--- src/rtl/axi_rd_pkg.sv ---
// -----------------------------------------------------------------------------
// axi_rd_pkg
// Shared constants and types for the AXI4 burst read master:
//   - RRESP codes, INCR burst encoding, buffered/modifiable ARCACHE value
//   - 4 KB page size that no burst may cross
//   - top-level FSM state enum
//   - clog2 helper usable in localparam expressions
// -----------------------------------------------------------------------------
package axi_rd_pkg;

  localparam logic [1:0] RESP_OKAY   = 2'b00;
  localparam logic [1:0] RESP_EXOKAY = 2'b01;
  localparam logic [1:0] RESP_SLVERR = 2'b10;
  localparam logic [1:0] RESP_DECERR = 2'b11;

  localparam logic [1:0] BURST_INCR  = 2'b01;
  localparam logic [3:0] CACHE_BUF   = 4'b0011;

  localparam int unsigned PAGE_BYTES = 4096;

  typedef enum logic [1:0] {
    ST_IDLE = 2'd0,
    ST_RUN  = 2'd1,
    ST_DONE = 2'd2
  } state_e;

  // Smallest r with 2**r >= value (0 for value <= 1).
  function automatic int clog2(input int unsigned value);
    int r;
    r = 0;
    for (int i = 0; i < 32; i++) begin
      if ((32'd1 << i) < value) r = i + 1;
    end
    return r;
  endfunction

endpackage

--- src/rtl/axi_rd_addr_gen.sv ---
// -----------------------------------------------------------------------------
// axi_rd_addr_gen
// Read-address generator: holds the running issue address / remaining beat
// count, clamps each burst to the max length and to the 4 KB page, and runs
// the AR handshake.
// Ports:
//   clk, rst_n          clock, async active-low reset
//   load                latch load_addr / load_beats (request accepted)
//   issue_en            top FSM is in RUN
//   slot_free           fewer than the maximum bursts are in flight
//   arready             AR channel ready from the slave
//   arvalid/araddr/arlen registered AR outputs, stable until accepted
//   ar_fire             AR handshake strobe for the outstanding counter
// -----------------------------------------------------------------------------
module axi_rd_addr_gen
  import axi_rd_pkg::*;
#(
  parameter int ADDR_WIDTH    = 32,
  parameter int DATA_WIDTH    = 64,
  parameter int MAX_BURST_LEN = 16,
  parameter int BEATS_WIDTH   = 16
) (
  input  logic                   clk,
  input  logic                   rst_n,
  input  logic                   load,
  input  logic [ADDR_WIDTH-1:0]  load_addr,
  input  logic [BEATS_WIDTH-1:0] load_beats,
  input  logic                   issue_en,
  input  logic                   slot_free,
  input  logic                   arready,
  output logic                   arvalid,
  output logic [ADDR_WIDTH-1:0]  araddr,
  output logic [7:0]             arlen,
  output logic                   ar_fire
);

  localparam int ADDR_LSB = clog2(DATA_WIDTH / 8);

  logic [ADDR_WIDTH-1:0]  issue_addr_q, issue_addr_d;
  logic [BEATS_WIDTH-1:0] issue_left_q, issue_left_d;
  logic                   arvalid_q, arvalid_d;
  logic [ADDR_WIDTH-1:0]  araddr_q, araddr_d;
  logic [7:0]             arlen_q, arlen_d;

  logic [31:0] page_room;
  logic [31:0] burst_len;
  logic [31:0] fired_beats;

  // Sub-beat address bits are discarded: every beat is full width.
  logic unused_lsbs;
  assign unused_lsbs = ^load_addr[ADDR_LSB-1:0];

  assign ar_fire = arvalid_q & arready;

  always_comb begin
    // NOTE: every always_comb output gets a default first so no path can
    // leave it unassigned and infer a latch.
    issue_addr_d = issue_addr_q;
    issue_left_d = issue_left_q;
    arvalid_d    = arvalid_q;
    araddr_d     = araddr_q;
    arlen_d      = arlen_q;

    // Beats left before the next 4 KB page boundary.
    page_room = (32'(PAGE_BYTES) - 32'(issue_addr_q[11:0])) >> ADDR_LSB;
    burst_len = 32'(issue_left_q);
    if (burst_len > 32'(MAX_BURST_LEN)) burst_len = 32'(MAX_BURST_LEN);
    if (burst_len > page_room)          burst_len = page_room;

    // The accepted burst length is recovered from the registered ARLEN.
    fired_beats = 32'(arlen_q) + 32'd1;

    if (load) begin
      issue_addr_d = {load_addr[ADDR_WIDTH-1:ADDR_LSB], {ADDR_LSB{1'b0}}};
      issue_left_d = load_beats;
    end else if (ar_fire) begin
      arvalid_d    = 1'b0;
      issue_addr_d = issue_addr_q + ADDR_WIDTH'(fired_beats << ADDR_LSB);
      issue_left_d = issue_left_q - BEATS_WIDTH'(fired_beats);
    end else if (issue_en && (issue_left_q != '0) && slot_free && !arvalid_q) begin
      araddr_d  = issue_addr_q;
      arlen_d   = 8'(burst_len - 32'd1);
      arvalid_d = 1'b1;
    end
  end

  // NOTE: sequential state uses non-blocking assignments only, so every flop
  // samples the pre-edge value of every other flop.
  always_ff @(posedge clk or negedge rst_n) begin
    if (!rst_n) begin
      issue_addr_q <= '0;
      issue_left_q <= '0;
      arvalid_q    <= 1'b0;
      araddr_q     <= '0;
      arlen_q      <= '0;
    end else begin
      issue_addr_q <= issue_addr_d;
      issue_left_q <= issue_left_d;
      arvalid_q    <= arvalid_d;
      araddr_q     <= araddr_d;
      arlen_q      <= arlen_d;
    end
  end

  assign arvalid = arvalid_q;
  assign araddr  = araddr_q;
  assign arlen   = arlen_q;

endmodule

--- src/rtl/axi_burst_read_master.sv ---
// -----------------------------------------------------------------------------
// axi_burst_read_master
// Read-only AXI4 master. Splits a request of req_beats beats starting at
// req_addr into INCR bursts (max C_MAX_BURST_LEN beats, never crossing 4 KB),
// keeps up to C_MAX_OUTSTANDING bursts in flight, and streams R data straight
// through to a valid/ready consumer.
// Ports:
//   ACLK, ARESETN        clock, async active-low reset (deasserted synchronously)
//   M_AXI_AR* / M_AXI_R* AXI4 read address and read data channels
//   req_valid/req_ready  request handshake (ready only in IDLE)
//   req_addr, req_beats  start byte address and total beat count (0 allowed)
//   dout_*               returned data, valid/ready, last beat of request
//   busy, done, rd_err   status: not idle, completion pulse, sticky error
// -----------------------------------------------------------------------------
module axi_burst_read_master
  import axi_rd_pkg::*;
#(
  parameter int C_M_AXI_THREAD_ID_WIDTH = 1,
  parameter int C_M_AXI_ADDR_WIDTH      = 32,
  parameter int C_M_AXI_DATA_WIDTH      = 64,
  parameter int C_M_AXI_ARUSER_WIDTH    = 1,
  parameter int C_M_AXI_RUSER_WIDTH     = 1,
  parameter int C_MAX_BURST_LEN         = 16,
  parameter int C_MAX_OUTSTANDING       = 4,
  parameter int C_REQ_BEATS_WIDTH       = 16
) (
  input  logic                               ACLK,
  input  logic                               ARESETN,
  output logic [C_M_AXI_THREAD_ID_WIDTH-1:0] M_AXI_ARID,
  output logic [C_M_AXI_ADDR_WIDTH-1:0]      M_AXI_ARADDR,
  output logic [7:0]                         M_AXI_ARLEN,
  output logic [2:0]                         M_AXI_ARSIZE,
  output logic [1:0]                         M_AXI_ARBURST,
  output logic [1:0]                         M_AXI_ARLOCK,
  output logic [3:0]                         M_AXI_ARCACHE,
  output logic [2:0]                         M_AXI_ARPROT,
  output logic [3:0]                         M_AXI_ARQOS,
  output logic [C_M_AXI_ARUSER_WIDTH-1:0]    M_AXI_ARUSER,
  output logic                               M_AXI_ARVALID,
  input  logic                               M_AXI_ARREADY,
  input  logic [C_M_AXI_THREAD_ID_WIDTH-1:0] M_AXI_RID,
  input  logic [C_M_AXI_DATA_WIDTH-1:0]      M_AXI_RDATA,
  input  logic [1:0]                         M_AXI_RRESP,
  input  logic                               M_AXI_RLAST,
  input  logic [C_M_AXI_RUSER_WIDTH-1:0]     M_AXI_RUSER,
  input  logic                               M_AXI_RVALID,
  output logic                               M_AXI_RREADY,
  input  logic                               req_valid,
  output logic                               req_ready,
  input  logic [C_M_AXI_ADDR_WIDTH-1:0]      req_addr,
  input  logic [C_REQ_BEATS_WIDTH-1:0]       req_beats,
  output logic [C_M_AXI_DATA_WIDTH-1:0]      dout_data,
  output logic                               dout_valid,
  input  logic                               dout_ready,
  output logic                               dout_last,
  output logic                               busy,
  output logic                               done,
  output logic                               rd_err
);

  localparam int ADDR_LSB = clog2(C_M_AXI_DATA_WIDTH / 8);
  localparam int OUT_W    = clog2(C_MAX_OUTSTANDING + 1);
  localparam logic [C_REQ_BEATS_WIDTH-1:0] BEATS_ONE = C_REQ_BEATS_WIDTH'(1);
  localparam logic [OUT_W-1:0]             OUT_ONE   = OUT_W'(1);
  localparam logic [OUT_W-1:0]             OUT_MAX   = OUT_W'(C_MAX_OUTSTANDING);

  // Reset asserts asynchronously and releases two clocks after ARESETN rises.
  logic [1:0] rst_sync_q;
  logic       rst_n;

  always_ff @(posedge ACLK or negedge ARESETN) begin
    if (!ARESETN) rst_sync_q <= 2'b00;
    else          rst_sync_q <= {rst_sync_q[0], 1'b1};
  end
  assign rst_n = rst_sync_q[1];

  state_e                       state_q, state_d;
  logic [C_REQ_BEATS_WIDTH-1:0] rx_left_q, rx_left_d;
  logic [OUT_W-1:0]             outstanding_q, outstanding_d;
  logic                         rd_err_q, rd_err_d;
  logic                         busy_q, busy_d;
  logic                         done_q, done_d;

  logic run;
  logic accept;
  logic ar_fire;
  logic r_fire;
  logic rlast_fire;

  assign run        = (state_q == ST_RUN);
  assign req_ready  = (state_q == ST_IDLE);
  assign accept     = req_ready & req_valid;
  assign r_fire     = run & M_AXI_RVALID & dout_ready;
  assign rlast_fire = r_fire & M_AXI_RLAST;

  // IDs and user sideband are not used by this master.
  logic unused_sideband;
  assign unused_sideband = ^{M_AXI_RID, M_AXI_RUSER};

  axi_rd_addr_gen #(
    .ADDR_WIDTH    (C_M_AXI_ADDR_WIDTH),
    .DATA_WIDTH    (C_M_AXI_DATA_WIDTH),
    .MAX_BURST_LEN (C_MAX_BURST_LEN),
    .BEATS_WIDTH   (C_REQ_BEATS_WIDTH)
  ) u_addr_gen (
    .clk        (ACLK),
    .rst_n      (rst_n),
    .load       (accept),
    .load_addr  (req_addr),
    .load_beats (req_beats),
    .issue_en   (run),
    .slot_free  (outstanding_q < OUT_MAX),
    .arready    (M_AXI_ARREADY),
    .arvalid    (M_AXI_ARVALID),
    .araddr     (M_AXI_ARADDR),
    .arlen      (M_AXI_ARLEN),
    .ar_fire    (ar_fire)
  );

  always_comb begin
    state_d       = state_q;
    rx_left_d     = rx_left_q;
    outstanding_d = outstanding_q;
    rd_err_d      = rd_err_q;
    busy_d        = busy_q;
    done_d        = 1'b0;

    unique case (state_q)
      ST_IDLE: begin
        if (req_valid) begin
          rx_left_d     = req_beats;
          outstanding_d = '0;
          rd_err_d      = 1'b0;
          busy_d        = 1'b1;
          if (req_beats == '0) begin
            state_d = ST_DONE;
            done_d  = 1'b1;
          end else begin
            state_d = ST_RUN;
          end
        end
      end
      ST_RUN: begin
        if (r_fire) begin
          rx_left_d = rx_left_q - BEATS_ONE;
          if (M_AXI_RRESP != RESP_OKAY) rd_err_d = 1'b1;
          if (rx_left_q == BEATS_ONE) begin
            state_d = ST_DONE;
            done_d  = 1'b1;
          end
        end
        // A burst issued and another retired in the same cycle cancel out.
        unique case ({ar_fire, rlast_fire})
          2'b10:   outstanding_d = outstanding_q + OUT_ONE;
          2'b01:   outstanding_d = outstanding_q - OUT_ONE;
          default: outstanding_d = outstanding_q;
        endcase
      end
      ST_DONE: begin
        state_d = ST_IDLE;
        busy_d  = 1'b0;
      end
      default: state_d = ST_IDLE;
    endcase
  end

  always_ff @(posedge ACLK or negedge rst_n) begin
    if (!rst_n) begin
      state_q       <= ST_IDLE;
      rx_left_q     <= '0;
      outstanding_q <= '0;
      rd_err_q      <= 1'b0;
      busy_q        <= 1'b0;
      done_q        <= 1'b0;
    end else begin
      state_q       <= state_d;
      rx_left_q     <= rx_left_d;
      outstanding_q <= outstanding_d;
      rd_err_q      <= rd_err_d;
      busy_q        <= busy_d;
      done_q        <= done_d;
    end
  end

  // Zero-latency data path; gated by RUN so nothing leaks out while idle or in reset.
  assign dout_valid   = run & M_AXI_RVALID;
  assign dout_data    = M_AXI_RDATA;
  assign dout_last    = dout_valid & (rx_left_q == BEATS_ONE);
  assign M_AXI_RREADY = run & dout_ready;

  assign busy   = busy_q;
  assign done   = done_q;
  assign rd_err = rd_err_q;

  assign M_AXI_ARID    = '0;
  assign M_AXI_ARSIZE  = 3'(ADDR_LSB);
  assign M_AXI_ARBURST = BURST_INCR;
  assign M_AXI_ARLOCK  = 2'b00;
  assign M_AXI_ARCACHE = CACHE_BUF;
  assign M_AXI_ARPROT  = 3'b000;
  assign M_AXI_ARQOS   = 4'b0000;
  assign M_AXI_ARUSER  = '0;

endmodule

--- config.mk ---
export PLATFORM = sky130hd
export DESIGN_NAME = axi_burst_read_master
export DESIGN_NICKNAME = d
export VERILOG_FILES = /design/src/rtl/axi_rd_pkg.sv /design/src/rtl/axi_rd_addr_gen.sv /design/src/rtl/axi_burst_read_master.sv
export SDC_FILE = /design/constraint.sdc
export NUM_CORES = 1
export LEC_CHECK = 0
export BUFFER_PORTS_ARGS = -buffer_cell sky130_fd_sc_hd__buf_2
export CAP_MARGIN = 0
export CORE_UTILIZATION = 51
export DETAILED_ROUTE_END_ITERATION = 8
export GPL_TIMING_DRIVEN = 1
export PLACE_DENSITY_LB_ADDON = 0.05
export SYNTH_ARGS = -nofsm -noshare
export SYNTH_HDL_FRONTEND = slang
export SYNTH_SLANG_ARGS = --single-unit
--- constraint.sdc ---
create_clock -name ACLK -period 3.85 [get_ports ACLK]
set_input_delay 0.1925 -clock ACLK [delete_from_list [all_inputs] [get_ports ACLK]]
set_output_delay 0.1925 -clock ACLK [all_outputs]
set_load 0.02 [all_outputs]
==> metrics list, run 1 <==
- Vertical die dimension: 122.3 microns
- H-Tree Level Count: 3
- In this run the worst hold path is classified as in2reg.
- Counting along the longest clock path gives a buffer depth of 2.
- After routing, the total negative slack on setup checks comes to -166.4 ps.
- After detailed routing, the met2 layer carries 8.919 mm of wire.
- In this run, synthesis produced a sequential element count of 109.
* Delay of the slowest cell on the worst path: 520 ps
- Of the available clock period, the critical path in the final layout requires 1.018.
- The highest metal layer carrying signal wires in the routed design is met5.
- For this run the aggregate overflow at the end of global routing stands at 0.
- Antenna viol nets, final: 0
- Vias per std cell: 5.489
* Slack of the worst reg-to-reg path: -70 ps
- Syn. warnings: 0
- Endpoints failing setup: 3
* Data required time of the critical path: 4110 ps
* Number of top-level pins: 255
* Transition time of the tightest slew-check pin: 1074 ps
- Clock buffer count from CTS: 9
- Number of vias in the routed layout: 6241
- In this run, synthesis inferred 0 flip-flops with an integrated enable.
- After layout, the minimum clock period comes to 3918 ps.
* Fin. max-slew vios: 0
- Crit path max fanout: 6
- The worst hold path terminates at u_addr_gen.issue_addr_q[22]$_DFFE_PN0N_.
- First-pass detailed-route iteration total: 5
* Worst vdd rail ir drop: 332.8 uV
* Worst setup margin: -68.31 ps
* Number of failing hold endpoints at the final stage: 0
- Slew headroom: 0.2843
- Number of stages on the worst hold path: 3
- Portion of the post-synthesis area used by sequential elements: 0.3693
- The signal on the critical path passes through or4_4 -> or3_4 -> or2_4 -> a21oi_4 -> and2_4 -> ha_4 -> nor2b_4 -> o31ai_4 -> a21oi_2 -> o41ai_4 -> buf_4 -> buf_4 -> a21oi_2 -> ha_4 -> o211a_1 -> o31ai_1.
- Wire length reported by the detailed router: 18.69 mm
- Power density relative to cell area: 901.1 nW/um^2
- Sum of routed wire segments on met1: 8.284 mm
- For this run, the top clock speed supported by timing is 0.2552 GHz.
* WS Path Type: reg2reg
- Clock-pin slew was measured on the worst setup and hold paths at 80 ps.
- In this run the clock root is driven by a sky130_fd_sc_hd__clkbuf_16.
* Dominant cell type by area after synthesis: sky130_fd_sc_hd__dfrtp_1
* Number of cells in the finished layout apart from fillers: 1137
- At the end of routability-driven placement, the weighted congestion stood at 0.8710.
* Max_cap viols: 0
- Clock tree sinks: 109
- Num rows: 43
* Die Width: 122.3 microns
- In this run, distinct cell masters in the synthesized netlist total 63.
- Wire length of the first global-routing pass: 29.93 mm
- Via count of the first global-routing pass: 6104
- STA classifies the critical path endpoint as a flip-flop.
- Dividing the detail-routed wire length by the instance count gives 16.44 microns.
* Async S/R FF share, synth: 1.000
- IO buf count: 98
- The floorplan step defined a die boundary enclosing 14970 sq um.
- Drt drc: 0
- Entering global routing, the biggest net connects 81 pins.
- FF-to-FF path depth: 16
* RSZ-0062 raised after global routing: true
- Synthesis handed over a netlist of 902 instances.
- For this design the static power due to leakage is 0.003726 uW.
- Among all stages on the critical path, the largest delay is contributed by sky130_fd_sc_hd__or4_4.
* Origin of the worst min-delay path: req_addr[22]
- In the detailed route, the total length drawn on met3 is 976 microns.
- GRT Overall Usage: 0.2546
- Detailed placement ended at an HPWL of 13.77 mm.
- Dominant cells by area after synthesis: sky130_fd_sc_hd__dfrtp_1 37%, sky130_fd_sc_hd__buf_4 9.2%, sky130_fd_sc_hd__nand2_1 8.7%, sky130_fd_sc_hd__ha_1 5.8%, sky130_fd_sc_hd__nor2_1 4.2%
- In this run the critical register-to-register path is captured at u_addr_gen.arlen[4]$_DFFE_PN0P_.
- Violated checks: negative setup slack
* Core region area: 13990 sq um
- In the final layout, the share of cells above drive strength 1 is 0.1789.
- Arrival @ worst endpoint: 4180 ps
* Clock insertion delay at the later pin of the skew report: 350 ps
* Nature of the critical path startpoint: flip-flop
* Result of the run: finished with violations
* Share of the synthesized area in the top cell type: 0.3693
- Net total in the final layout: 1111
* Setup clock skew after layout: 9.971 ps
- TritonCTS built the clock tree.
- Initial cell density of the core: 0.5280
- Mean area per synthesized cell: 8.188 sq um
- Leaving out fill and tap cells, the most frequent cell in the layout is sky130_fd_sc_hd__nand2_1.
* Most used flip-flop cell after synthesis: sky130_fd_sc_hd__dfrtp_1
- The initial antenna violation count is 2.
- The cell area that synthesis handed to floorplanning was 7386 sq um.
* Initial DRC count: 297
- Launch instance of the worst register-to-register path: u_addr_gen.issue_left_q[11]$_DFFE_PN0N_
- In this run, placement finished with an instance count of 1117.
- Leaving out fill and tap cells, the most frequent cells in the layout are 172 x sky130_fd_sc_hd__nand2_1, 108 x sky130_fd_sc_hd__dfrtp_1, 98 x sky130_fd_sc_hd__buf_2.
- Area growth from synthesis to final layout: 9.707%
## how the worst max path moves through the flow
| stage | from | to | slack (ps) | depth (start not counted) |
|---|---|---|---|---|
| after floorplan | u_addr_gen.issue_left_q[12]$_DFFE_PN0N_ | u_addr_gen.arlen[4]$_DFFE_PN0P_ | -80 | 17 |
| final | u_addr_gen.issue_left_q[11]$_DFFE_PN0N_ | u_addr_gen.arlen[4]$_DFFE_PN0P_ | -70 | 16 |
| after detailed placement | u_addr_gen.issue_left_q[12]$_DFFE_PN0N_ | u_addr_gen.arlen[6]$_DFFE_PN0P_ | -100 | 16 |
| after global placement | u_addr_gen.issue_left_q[12]$_DFFE_PN0N_ | u_addr_gen.arlen[2]$_DFFE_PN0P_ | 40 | 14 |
| after global routing | u_addr_gen.issue_left_q[12]$_DFFE_PN0N_ | u_addr_gen.arlen[6]$_DFFE_PN0P_ | -220 | 17 |
| after CTS | u_addr_gen.issue_left_q[12]$_DFFE_PN0N_ | u_addr_gen.arlen[4]$_DFFE_PN0P_ | 3 | 17 |
## layer usage
layer | vias up | track usage
li1 | 3043 | -
met1 | 2968 | 0.3249
met2 | 170 | 0.4270
met3 | 58 | 0.04461
met4 | 2 | 0.09985
met5 | - | 0
## what timing repair did
item / in CTS / in global routing
buffers inserted: 2 / 0
endpoints found under the hold margin: 2 / 0
pin swaps: 0 / 5
endpoints found under the setup margin: 3 / 3
resized for setup: 8 / 7
hold buffers: 1 / 0
## cells by family after synthesis
family,synth area share
and+or+nand+nor,0.2218
other,0.001017
buffers and inverters,0.1194
adders and majority gates,0.06573
xor gates and xnor gates,0.06759
muxes,0.007115
DFF,0.3693
AOI/OAI and AO/OA,0.1481
## synth_stat cells, types with 3 or more instances
library cell / number
sky130_fd_sc_hd__o21ai_1: 6
sky130_fd_sc_hd__or2_2: 4
sky130_fd_sc_hd__and2_1: 5
sky130_fd_sc_hd__nor3_1: 25
sky130_fd_sc_hd__nor2b_1: 5
sky130_fd_sc_hd__xor2_1: 23
sky130_fd_sc_hd__mux2i_1: 3
sky130_fd_sc_hd__and4_1: 3
sky130_fd_sc_hd__ha_1: 34
sky130_fd_sc_hd__nand4_1: 5
sky130_fd_sc_hd__a211oi_1: 6
sky130_fd_sc_hd__nand2b_1: 7
sky130_fd_sc_hd__dfrtp_1: 109
sky130_fd_sc_hd__buf_4: 91
sky130_fd_sc_hd__o22ai_1: 4
sky130_fd_sc_hd__nor4_1: 12
sky130_fd_sc_hd__and3_1: 10
sky130_fd_sc_hd__nand3b_1: 3
sky130_fd_sc_hd__xnor2_1: 34
sky130_fd_sc_hd__nand2_1: 172
sky130_fd_sc_hd__o21ai_0: 61
sky130_fd_sc_hd__inv_1: 26
sky130_fd_sc_hd__clkbuf_1: 26
sky130_fd_sc_hd__fa_1: 3
sky130_fd_sc_hd__a21oi_1: 55
sky130_fd_sc_hd__nand3_1: 19
sky130_fd_sc_hd__or3_1: 3
sky130_fd_sc_hd__a31oi_1: 10
sky130_fd_sc_hd__nor2_1: 83
sky130_fd_sc_hd__o21a_1: 8
sky130_fd_sc_hd__o31ai_1: 5
## sequential cells by signal, summed over array words and instances, names as in the netlist
register	flops
busy	1
u_addr_gen.issue_left_q	16
u_addr_gen.arlen	8
rst_sync_q	2
u_addr_gen.araddr	29
done	1
u_addr_gen.arvalid	1
state_q	2
rx_left_q	16
u_addr_gen.issue_addr_q	29
outstanding_q	3
rd_err	1
## power breakdown
group / switching, uW / internal, uW
Clock: 443 / 599
Combinational: 2390 / 1700
Sequential: 522 / 1650
Total: 3350 / 3950
## per-stage QoR
| stage | area, sq um | setup slack, ps | util | hold WS (ps) | power, uW |
|---|---|---|---|---|---|
| 2_1_floorplan | 7503 | -77.21 | - | -103.1 | 5129 |
| 3_3_place_gp | 7655 | 42.54 | 0.5472 | -23.15 | 6030 |
| 3_5_place_dp | 7655 | -97.30 | 0.5472 | -18.69 | 6143 |
| 4_1_cts | 8056 | 3.315 | 0.5759 | 49.56 | 7273 |
| 5_1_grt | 8100 | -219.3 | 0.5791 | 49.14 | 7910 |
| 6_report | 8103 | -68.31 | 0.5792 | 56.17 | 7302 |
## cell type report
class	instances	area, sq um
antenna	1	2.502
sequential	109	2731
timing repair buffer	128	718.2
multi-input combinational	676	3993
clock inverter	5	88.84
inverter	27	101.3
fill	1296	5886
clock buffer	11	242.7
tap	180	225.2
## critical path, delay by kind of cell (launching register included)
| kind | cells | cell delay [ps] |
|---|---|---|
| compound gates | 7 | 1310 |
| buf+inv | 2 | 310 |
| simple gates | 5 | 1420 |
| flops | 1 | 390 |
| fa+ha+maj | 2 | 380 |
Power figures use the tool's default switching activity.
==> run 2: changes to the inputs <==
CORE_ASPECT_RATIO = 1.1   (was default)
CORE_UTILIZATION = 53   (was 51)
CTS_BUF_LIST = sky130_fd_sc_hd__clkbuf_4   (was default)
SLEW_MARGIN = 20   (was default)
==> run 2 against run 1 <==
Against the previous run: the flow still finishes with violations (negative setup slack); clock power decreased by 40%; cell area increased by 4.7%; core utilization increased by 5.5 points; die area decreased by 3.7%; sequential cell count unchanged; clock-buffer cell count decreased by 2; via count increased by 5.1%.
==> metrics list, run 2 (synthesis results as in run 1) <==
* Number of failing hold endpoints at the final stage: 0 (unchanged)
- GRT Overall Usage: 0.2778 (was 0.2546)
* Origin of the worst min-delay path: req_beats[5] (was req_addr[22])
- The origin of the critical flop-to-flop path is u_addr_gen.issue_left_q[9]$_DFFE_PN0N_ (was u_addr_gen.issue_left_q[11]$_DFFE_PN0N_).
- Detailed placer's ending HPWL: 13.61 mm (was 13.77 mm)
- Sw Share: 0.4790 (was 0.4593)
* Worst vdd rail ir drop: 384.3 uV (was 332.8 uV)
* Setup clock skew after layout: 22.60 ps (was 9.971 ps)
- Result of the run: finished with violations (unchanged).
* Max_cap viols: 0 (unchanged)
- Clock insertion delay at the later pin of the skew report: 500 ps (was 350 ps)
* Global routing usage on met1: 0.3519 (was 0.3249)
- Fmax: 0.2556 GHz (was 0.2552 GHz)
- Commonest non-fill, non-tap cell in the layout: sky130_fd_sc_hd__nand2_1 (unchanged)
* Core region area: 13380 sq um (was 13990 sq um)
- Net total in the final layout: 1168 (was 1111)
- The post-layout worst setup margin was -62.54 ps (was -68.31 ps).
- The synthesis-to-finish area growth is 14.87% (was 9.707%).
- Fraction of final layout cells sized beyond drive strength 1: 0.1777 (was 0.1789)
- Number of antenna diodes: 0 (was 1)
* Transition time of the tightest slew-check pin: 766.9 ps (was 1074 ps)
- Total leakage power: 0.003894 uW (was 0.003726 uW)
* Type of destination of the critical path: flip-flop (unchanged)
* Fin. max-slew vios: 0 (unchanged)
- The part of the total power dissipated in combinational logic is 0.596 (was 0.559).
* Sequential fraction of design power: 0.314 (was 0.298)
- Total Die Area: 14410 sq um (was 14970 sq um)
- Drt drc: 0 (unchanged)
- First-pass detailed-route iteration total: 5 (unchanged)
- Shortest period the worst path allows: 3913 ps (was 3918 ps)
* Endpoints failing setup: 3 (unchanged)
- Hold-critical path endpoint: u_addr_gen.issue_left_q[5]$_DFFE_PN0N_ (was u_addr_gen.issue_addr_q[22]$_DFFE_PN0N_)
* Commonest non-fill, non-tap cells in the layout: 172 x sky130_fd_sc_hd__nand2_1, 108 x sky130_fd_sc_hd__dfrtp_1, 98 x sky130_fd_sc_hd__buf_2 (unchanged)
- The path depth of the worst reg2reg path was 18 (was 16).
* Final clock period utilization by the worst path: 1.016 (was 1.018)
* Post-placement worst setup slack: -196.0 ps (was -97.30 ps)
* Initial DRC count: 340 (was 297)
* Critical register-to-register path endpoint: u_addr_gen.arlen[4]$_DFFE_PN0P_ (unchanged)
- The row count was 44 (was 43).
* H-Tree Level Count: 3 (unchanged)
- RSZ-0062 raised after global routing: true (unchanged).
* Violated checks: negative setup slack (unchanged)
- Net Switching: 3322 uW (was 3354 uW)
* Internal power: 3614 uW (was 3948 uW)
* Wire length reported by the detailed router: 19.08 mm (was 18.69 mm)
* Path category of the worst min-delay check: in2reg (unchanged)
- The routed wirelength normalized by instance count came to 15.94 microns (was 16.44 microns).
- Grt total ovfl: 0 (unchanged)
- Vias per std cell: 5.480 (was 5.489)
* Slew headroom: 0.4888 (was 0.2843)
- Cell chosen for the clock root: sky130_fd_sc_hd__clkbuf_4 (was sky130_fd_sc_hd__clkbuf_16)
- The detailed-route via count came to 6559 (was 6241).
- The met3 layer usage reported by global route came to 0.04331 (was 0.04461).
- The path type of the worst setup path was reg2reg (unchanged).
- Chain of cells forming the critical path: or4_4 -> or3_4 -> or2_4 -> a21oi_4 -> and2_4 -> ha_4 -> nor2b_4 -> o31ai_4 -> a21oi_2 -> o41ai_2 -> buf_4 -> buf_6 -> nor2_2 -> a21oi_2 -> ha_4 -> nand3_2 -> nor3b_2 -> o31ai_2 (was or4_4 -> or3_4 -> or2_4 -> a21oi_4 -> and2_4 -> ha_4 -> nor2b_4 -> o31ai_4 -> a21oi_2 -> o41ai_4 -> buf_4 -> buf_4 -> a21oi_2 -> ha_4 -> o211a_1 -> o31ai_1).
* IO buf count: 98 (unchanged)
- Critical-path cell with the highest stage delay: sky130_fd_sc_hd__or4_4 (unchanged)
* GR Layer Usage met2: 0.4642 (was 0.4270)
- Clock tree sinks: 109 (unchanged)
- Antenna viol nets, final: 0 (unchanged)
* Arrival @ worst endpoint: 4320 ps (was 4180 ps)
* Number of top-level pins: 255 (unchanged)
- Final worst hold slack: 94.86 ps (was 56.17 ps)
- The worst endpoint required time was 4250 ps (was 4110 ps).
- The total design power came to 6936 uW (was 7302 uW).
* Power density relative to cell area: 817.5 nW/um^2 (was 901.1 nW/um^2)
* Number of stages on the worst hold path: 3 (unchanged)
* Clock-pin slew on the worst setup and hold paths: 160 ps (was 80 ps)
- The maximum count of clock buffers along a single path came to 2 (unchanged).
* Setup Total Neg Slack: -113.7 ps (was -166.4 ps)
- Clock power share: 0.090 (was 0.143)
- The startpoint type of the worst setup path was a flip-flop (unchanged).
- The initial antenna violation count came to 0 (was 2).
- The clock buffer count from CTS was 9 (unchanged).
- The final RePlAce weighted congestion was 0.8490 (was 0.8710).
- The TritonCTS clock tree is built (unchanged).
- Vertical die dimension: 125.8 microns (was 122.3 microns)
- Die Width: 114.6 microns (was 122.3 microns)
- The slack of the worst reg-to-reg path was -60 ps (was -70 ps).
* Via count of the first global-routing pass: 6553 (was 6104)
* Crit path max fanout: 6 (unchanged)
- Busiest metal layer after global routing: met2 (unchanged)
* Delay of the slowest cell on the worst path: 540 ps (was 520 ps)
* Initial cell density of the core: 0.5521 (was 0.5280)
- Wire length of the first global-routing pass: 31.64 mm (was 29.93 mm)
- The maximum number of pins on one net before global-route repair was 59 (was 81).
-- run 2: changes by cell type in the layout (fill, tap and decap cells not counted), moves of 2 or more --
cell                            before  now
sky130_fd_sc_hd__clkinv_1            0    2
sky130_fd_sc_hd__dlygate4sd3_1       1   51
sky130_fd_sc_hd__clkbuf_16           9    0
sky130_fd_sc_hd__clkbuf_4            0    9
sky130_fd_sc_hd__buf_4              29   35
-- run 2: worst max-delay path by stage --
stage / from / end / slack (ps) / cells past startpoint
2_1_floorplan: u_addr_gen.issue_left_q[12]$_DFFE_PN0N_ / u_addr_gen.arlen[4]$_DFFE_PN0P_ / -80 / 17
3_3_place_gp: u_addr_gen.issue_left_q[12]$_DFFE_PN0N_ / u_addr_gen.arlen[4]$_DFFE_PN0P_ / -110 / 17
3_5_place_dp: u_addr_gen.issue_left_q[12]$_DFFE_PN0N_ / u_addr_gen.arlen[4]$_DFFE_PN0P_ / -200 / 17
4_1_cts: u_addr_gen.issue_left_q[12]$_DFFE_PN0N_ / u_addr_gen.arlen[4]$_DFFE_PN0P_ / -250 / 15
5_1_grt: u_addr_gen.issue_left_q[9]$_DFFE_PN0N_ / u_addr_gen.arlen[4]$_DFFE_PN0P_ / -200 / 18
6_report: u_addr_gen.issue_left_q[9]$_DFFE_PN0N_ / u_addr_gen.arlen[4]$_DFFE_PN0P_ / -60 / 18
-- run 2: layout make-up --
cell class,count,area [sq um]
inverter,27,101.3
sequential,109,2731
clock buffer,9,67.56
tap,184,230.2
multi-input combinational,676,4001
timing repair buffer,185,1275
fill,1183,4893
clock inverter,7,77.57
-- run 2: repair_timing --
item	4_1_cts	5_1_grt
gates resized for setup	6	14
setup buffers	2	4
hold endpoints to repair	58	0
endpoints found under the setup margin	3	4
hold buffers	51	0
pin swaps	7	11
-- run 2: metal layers --
metal	vias up	wire length, microns
met3	81	1010
met2	200	9107
met5	-	0
met4	0	732
met1	3107	8228
li1	3171	-
-- run 2: critical path: cells and delay by family (launching register included) --
family,cells,cell delay [ps]
flip-flops,1,410
AO/OA/AOI/OAI,6,930
buffers and inverters,2,290
AND/OR/NAND/NOR,8,1790
adder cells (fa/ha/maj),2,400
-- run 2: through the flow --
stage	util	instances	cell area, sq um
floorplan	-	929	7503
global placement	0.5743	1124	7682
detailed placement	0.5743	1124	7682
CTS	0.6268	1193	8386
global route	0.6342	1197	8484
finish	0.6342	1197	8484
-- run 2: power groups by stage --
stage               Clock [uW]  Sequential (uW)  Combinational [uW]
floorplan                    0             2320                2810
detailed placement           0             2190                3910
global route               683             2250                4670
global placement             0             2160                3840
CTS                        645             2160                4020
finish                     623             2180                4140
==> run 3: changes to the inputs <==
ABC_CLOCK_PERIOD_IN_PS = 3850   (was default)
CTS_CLUSTER_DIAMETER = 120   (was default)
SYNTH_HIERARCHICAL = 1   (was default)
==> run 3 against run 2 <==
Against the previous run: the run now ends clean; die area up 1.6%; clock-buffer cell count did not move; critical endpoint is now u_addr_gen/arlen[4]$_DFFE_PN0P_; clock skew down 11 ps; sequential share of layout area shrank 0.33 points; via count shrank 1.2%; largest power group unchanged; synthesized cell count shrank 0.78%; combinational power is 2% lower; non-clock buffer count down 6; cell area grew 1.0%; worst hold slack better by 49 ps; register-to-register slack better by 200 ps.
==> metrics list, run 3 <==
- Result of the run: finished clean (was finished with violations)
* Initial antenna violation count: 1 (was 0)
- Dominant cell type by area after synthesis: sky130_fd_sc_hd__dfrtp_1 (unchanged)
* Hold-critical path endpoint: outstanding_q[2]$_DFFE_PN0P_ (was u_addr_gen.issue_left_q[5]$_DFFE_PN0N_)
- The worst hold margin was 144.1 ps (was 94.86 ps).
- Worst setup margin: 137.2 ps (was -62.54 ps)
- Data required time of the critical path: 4230 ps (was 4250 ps)
* Final clock period utilization by the worst path: 0.9644 (was 1.016)
- Critical-path cell with the highest stage delay: sky130_fd_sc_hd__dfrtp_1 (was sky130_fd_sc_hd__or4_4)
* Total Die Area: 14650 sq um (was 14410 sq um)
- Number of synthesized flops with an enable pin: 0 (unchanged)
- The first-pass GRT wire length is 30.66 mm (was 31.64 mm).
- Grt total ovfl: 0 (unchanged)
- Slack of the worst reg-to-reg path: 140 ps (was -60 ps)
- Endpoints failing setup: 0 (was 3)
* Initial DRC count: 381 (was 340)
* Average wire per standard cell: 16.19 microns (was 15.94 microns)
- The number of violations of the max-capacitance limit was 0 (unchanged).
- Core region area: 13790 sq um (was 13380 sq um)
- The TritonCTS clock tree was built (unchanged).
- FF-to-FF path depth: 15 (was 18)
* Commonest non-fill, non-tap cell in the layout: sky130_fd_sc_hd__nand2_1 (unchanged)
- Number of top-level pins: 255 (unchanged)
* Worst vdd rail ir drop: 320.8 uV (was 384.3 uV)
- Portion of the post-synthesis area used by sequential elements: 0.3633 (was 0.3693)
- Fin. max-slew vios: 0 (unchanged)
* Syn. warnings: 6 (was 0)
* Fraction of final layout cells sized beyond drive strength 1: 0.1876 (was 0.1777)
- Cell chosen for the clock root: sky130_fd_sc_hd__clkbuf_4 (unchanged)
- Final weighted congestion in routability-driven placement: 0.9299 (was 0.8490)
- The aggregate routed wire length was 19.21 mm (was 19.08 mm).
- The count of different cell masters after synthesis is 80 (was 63).
* Count of fill cells added during filler insertion: 1252 (was 1183)
* Number of vias in the routed layout: 6478 (was 6559)
- The floorplan die width was 115.5 microns (was 114.6 microns).
* Fmax: 0.2693 GHz (was 0.2556 GHz)
* Origin of the worst min-delay path: M_AXI_RLAST (was req_beats[5])
* Drt drc: 0 (unchanged)
- The areal power density over the cells was 795.9 nW/um^2 (was 817.5 nW/um^2).
- Slew headroom: 0.3760 (was 0.4888)
- Pin count of the biggest net entering global routing: 95 (was 59)
- Leading cell type by number of instances after synthesis: sky130_fd_sc_hd__nand2_1 (unchanged)
- Number of failing hold endpoints at the final stage: 0 (unchanged)
* Number of cells in the finished layout apart from fillers: 1187 (was 1197)
- Total leakage power: 0.003956 uW (was 0.003894 uW)
* Post-route cell area: 8572 sq um (was 8484 sq um)
- Number of instances in the synthesized netlist: 895 (was 902)
- GRT Overall Usage: 0.2678 (was 0.2778)
- The clock skew was 11.87 ps (was 22.60 ps).
* Vias per std cell: 5.457 (was 5.480)
- Post-placement worst setup slack: -106.4 ps (was -196.0 ps)
- H-Tree Level Count: 3 (unchanged)
- Net total in the final layout: 1151 (was 1168)
* Transition time of the tightest slew-check pin: 936.0 ps (was 766.9 ps)
* Maximum clock path buffer count: 2 (unchanged)
* Share of the synthesized area in the top cell type: 0.3633 (was 0.3693)
- Dominant cells by area after synthesis: sky130_fd_sc_hd__dfrtp_1 36%, sky130_fd_sc_hd__nand2_1 9.0%, sky130_fd_sc_hd__buf_4 8.7%, sky130_fd_sc_hd__ha_1 5.5%, sky130_fd_sc_hd__xnor2_1 4.2% (was sky130_fd_sc_hd__dfrtp_1 37%, sky130_fd_sc_hd__buf_4 9.2%, sky130_fd_sc_hd__nand2_1 8.7%, sky130_fd_sc_hd__ha_1 5.8%, sky130_fd_sc_hd__nor2_1 4.2%)
* Number of stages on the worst hold path: 4 (was 3)
- The die extent in y is 126.8 microns (was 125.8 microns).
- Setup Total Neg Slack: 0 ps (was -113.7 ps)
* Cell count after placement: 1113 (was 1124)
- The remaining antenna violation count after routing came to 0 (unchanged).
* Launch instance of the worst register-to-register path: u_addr_gen/issue_left_q[11]$_DFFE_PN0N_ (was u_addr_gen.issue_left_q[9]$_DFFE_PN0N_)
* WS Path Type: reg2reg (unchanged)
- Num rows: 45 (was 44)
* Instance area after placement: 7706 sq um (was 7682 sq um)
* Synthesized area: 7508 sq um (was 7386 sq um)
- The effective utilization at floorplan was 0.5443 (was 0.5521).
- Clock buffer count from CTS: 9 (unchanged)
- Clock-pin slew on the worst setup and hold paths: 170 ps (was 160 ps)
- Clock insertion delay at the later pin of the skew report: 480 ps (was 500 ps)
- Type of destination of the critical path: flip-flop (unchanged)
* Crit path max fanout: 5 (was 6)
* Mean area per synthesized cell: 8.389 sq um (was 8.188 sq um)
- The register bit total from synthesis was 109 (unchanged).
* Arrival @ worst endpoint: 4100 ps (was 4320 ps)
- Commonest non-fill, non-tap cells in the layout: 181 x sky130_fd_sc_hd__nand2_1, 108 x sky130_fd_sc_hd__dfrtp_1, 98 x sky130_fd_sc_hd__buf_2 (was 172 x sky130_fd_sc_hd__nand2_1, 108 x sky130_fd_sc_hd__dfrtp_1, 98 x sky130_fd_sc_hd__buf_2).
* Synth top cells by count: 181 x sky130_fd_sc_hd__nand2_1, 109 x sky130_fd_sc_hd__dfrtp_1, 87 x sky130_fd_sc_hd__buf_4 (was 172 x sky130_fd_sc_hd__nand2_1, 109 x sky130_fd_sc_hd__dfrtp_1, 91 x sky130_fd_sc_hd__buf_4)
* Critical register-to-register path endpoint: u_addr_gen/arlen[4]$_DFFE_PN0P_ (was u_addr_gen.arlen[4]$_DFFE_PN0P_)
- Via count of the first global-routing pass: 6296 (was 6553)
* Path category of the worst min-delay check: in2reg (unchanged)
- The delay contributed by the slowest stage of the critical path came to 450 ps (was 540 ps).
* Most used flip-flop cell after synthesis: sky130_fd_sc_hd__dfrtp_1 (unchanged)
- RSZ-0062 raised after global routing: true (unchanged)
- The half-perimeter wire length of the detailed placement result came to 13.76 mm (was 13.61 mm).
- Async S/R FF share, synth: 1.000 (unchanged)
- The length of the first detailed-routing pass in iterations is 5 (unchanged).
- Chain of cells forming the critical path: nor4_4 -> nand4b_1 -> a21oi_2 -> nand2_1 -> ha_1 -> and3_4 -> a21o_1 -> maj3_2 -> o21a_4 -> mux2_4 -> ha_4 -> nand3_2 -> mux2i_2 -> a2111oi_2 -> nor2_1 (was or4_4 -> or3_4 -> or2_4 -> a21oi_4 -> and2_4 -> ha_4 -> nor2b_4 -> o31ai_4 -> a21oi_2 -> o41ai_2 -> buf_4 -> buf_6 -> nor2_2 -> a21oi_2 -> ha_4 -> nand3_2 -> nor3b_2 -> o31ai_2).
- The clock sink count is 109 (unchanged).
- The shortest period the worst path allows was 3713 ps (was 3913 ps).
- The synthesis-to-finish area growth was 14.16% (was 14.87%).
- The number of buffers added on ports came to 98 (unchanged).
- Nature of the critical path startpoint: flip-flop (unchanged)
==> run 3: changes by cell type after synthesis, moves of 8 or more <==
cell                      change
sky130_fd_sc_hd__o21ai_1     +34
sky130_fd_sc_hd__o21ai_0     -29
sky130_fd_sc_hd__nor2_1      -27
sky130_fd_sc_hd__a21oi_1     -13
sky130_fd_sc_hd__nor3_1      -12
sky130_fd_sc_hd__nand2_1      +9
sky130_fd_sc_hd__inv_1        +8
==> run 3: layer usage <==
metal,GRT usage,share of wire,up-vias
met5,0,0,-
met4,0.1070,0.026,0
met3,0.03727,0.048,54
met2,0.4611,0.50,207
met1,0.3357,0.43,3083
li1,-,-,3134
==> run 3: worst max-delay path, delay by kind of cell (launching register included) <==
kind            cells  cell delay (ps)
compound gates      4              960
flops               1              450
simple gates        6             1000
mux                 2              410
fa+ha+maj           3              800
==> run 3: kinds of logic (layout without fill, tap and decap cells) <==
| group | Yosys count | in the layout | synth area share |
|---|---|---|---|
| flip-flops | 109 | 109 | 0.3633 |
| buffers and inverters | 156 | 232 | 0.1280 |
| AO/OA/AOI/OAI | 171 | 171 | 0.1376 |
| multiplexers | 15 | 15 | 0.02083 |
| other | 3 | 31 | 0.001500 |
| adder cells (fa/ha/maj) | 37 | 37 | 0.06449 |
| XOR/XNOR | 60 | 60 | 0.06999 |
| AND/OR/NAND/NOR | 344 | 344 | 0.2143 |
==> run 3: area by class of cell <==
| cell class | count | area, sq um | area share |
|---|---|---|---|
| multi-input cells | 656 | 4048 | 0.4722 |
| flip-flops and latches | 109 | 2731 | 0.3186 |
| repair buffers | 179 | 1239 | 0.1445 |
| well taps | 188 | 235.2 | 0.02744 |
| inverters | 37 | 138.9 | 0.01620 |
| clock inverters | 7 | 107.6 | 0.01255 |
| clock buffers | 9 | 67.56 | 0.007882 |
| diodes | 2 | 5.005 | 0.0005839 |
==> run 3: worst max-delay path by stage <==
stage	startpoint	to	slack [ps]	cells after the start
global route	u_addr_gen/issue_left_q[11]$_DFFE_PN0N_	u_addr_gen/arlen[4]$_DFFE_PN0P_	-100	15
finish	u_addr_gen/issue_left_q[11]$_DFFE_PN0N_	u_addr_gen/arlen[4]$_DFFE_PN0P_	140	15
CTS	u_addr_gen/issue_addr_q[5]$_DFFE_PN0N_	u_addr_gen/arlen[4]$_DFFE_PN0P_	1	16
detailed placement	u_addr_gen/issue_addr_q[5]$_DFFE_PN0N_	u_addr_gen/arlen[4]$_DFFE_PN0P_	-110	17
floorplan	u_addr_gen/issue_left_q[1]$_DFFE_PN0N_	u_addr_gen/arlen[4]$_DFFE_PN0P_	80	16
global placement	u_addr_gen/issue_left_q[8]$_DFFE_PN0N_	u_addr_gen/arlen[4]$_DFFE_PN0P_	20	16
==> run 3: repair_timing <==
| action | CTS | global route |
|---|---|---|
| setup buffers | 0 | 4 |
| gates resized for setup | 4 | 19 |
| hold buffers | 51 | 0 |
| endpoints found under the hold margin | 52 | 0 |
| setup endpoints to repair | 2 | 2 |
| pin swaps | 0 | 14 |
==> run 3: where the power goes <==
part | total, uW | internal (uW) | switching, uW
combinational | 4040 | 1690 | 2350
clock | 684 | 274 | 411
sequential | 2100 | 1620 | 474
total | 6820 | 3590 | 3230
==> run 3: stage by stage <==
stage	util	power, uW
final	0.6214	6822
after global routing	0.6212	7420
after CTS	0.6095	6691
after detailed placement	0.5586	5928
after global placement	0.5585	5801
after floorplan	-	4963
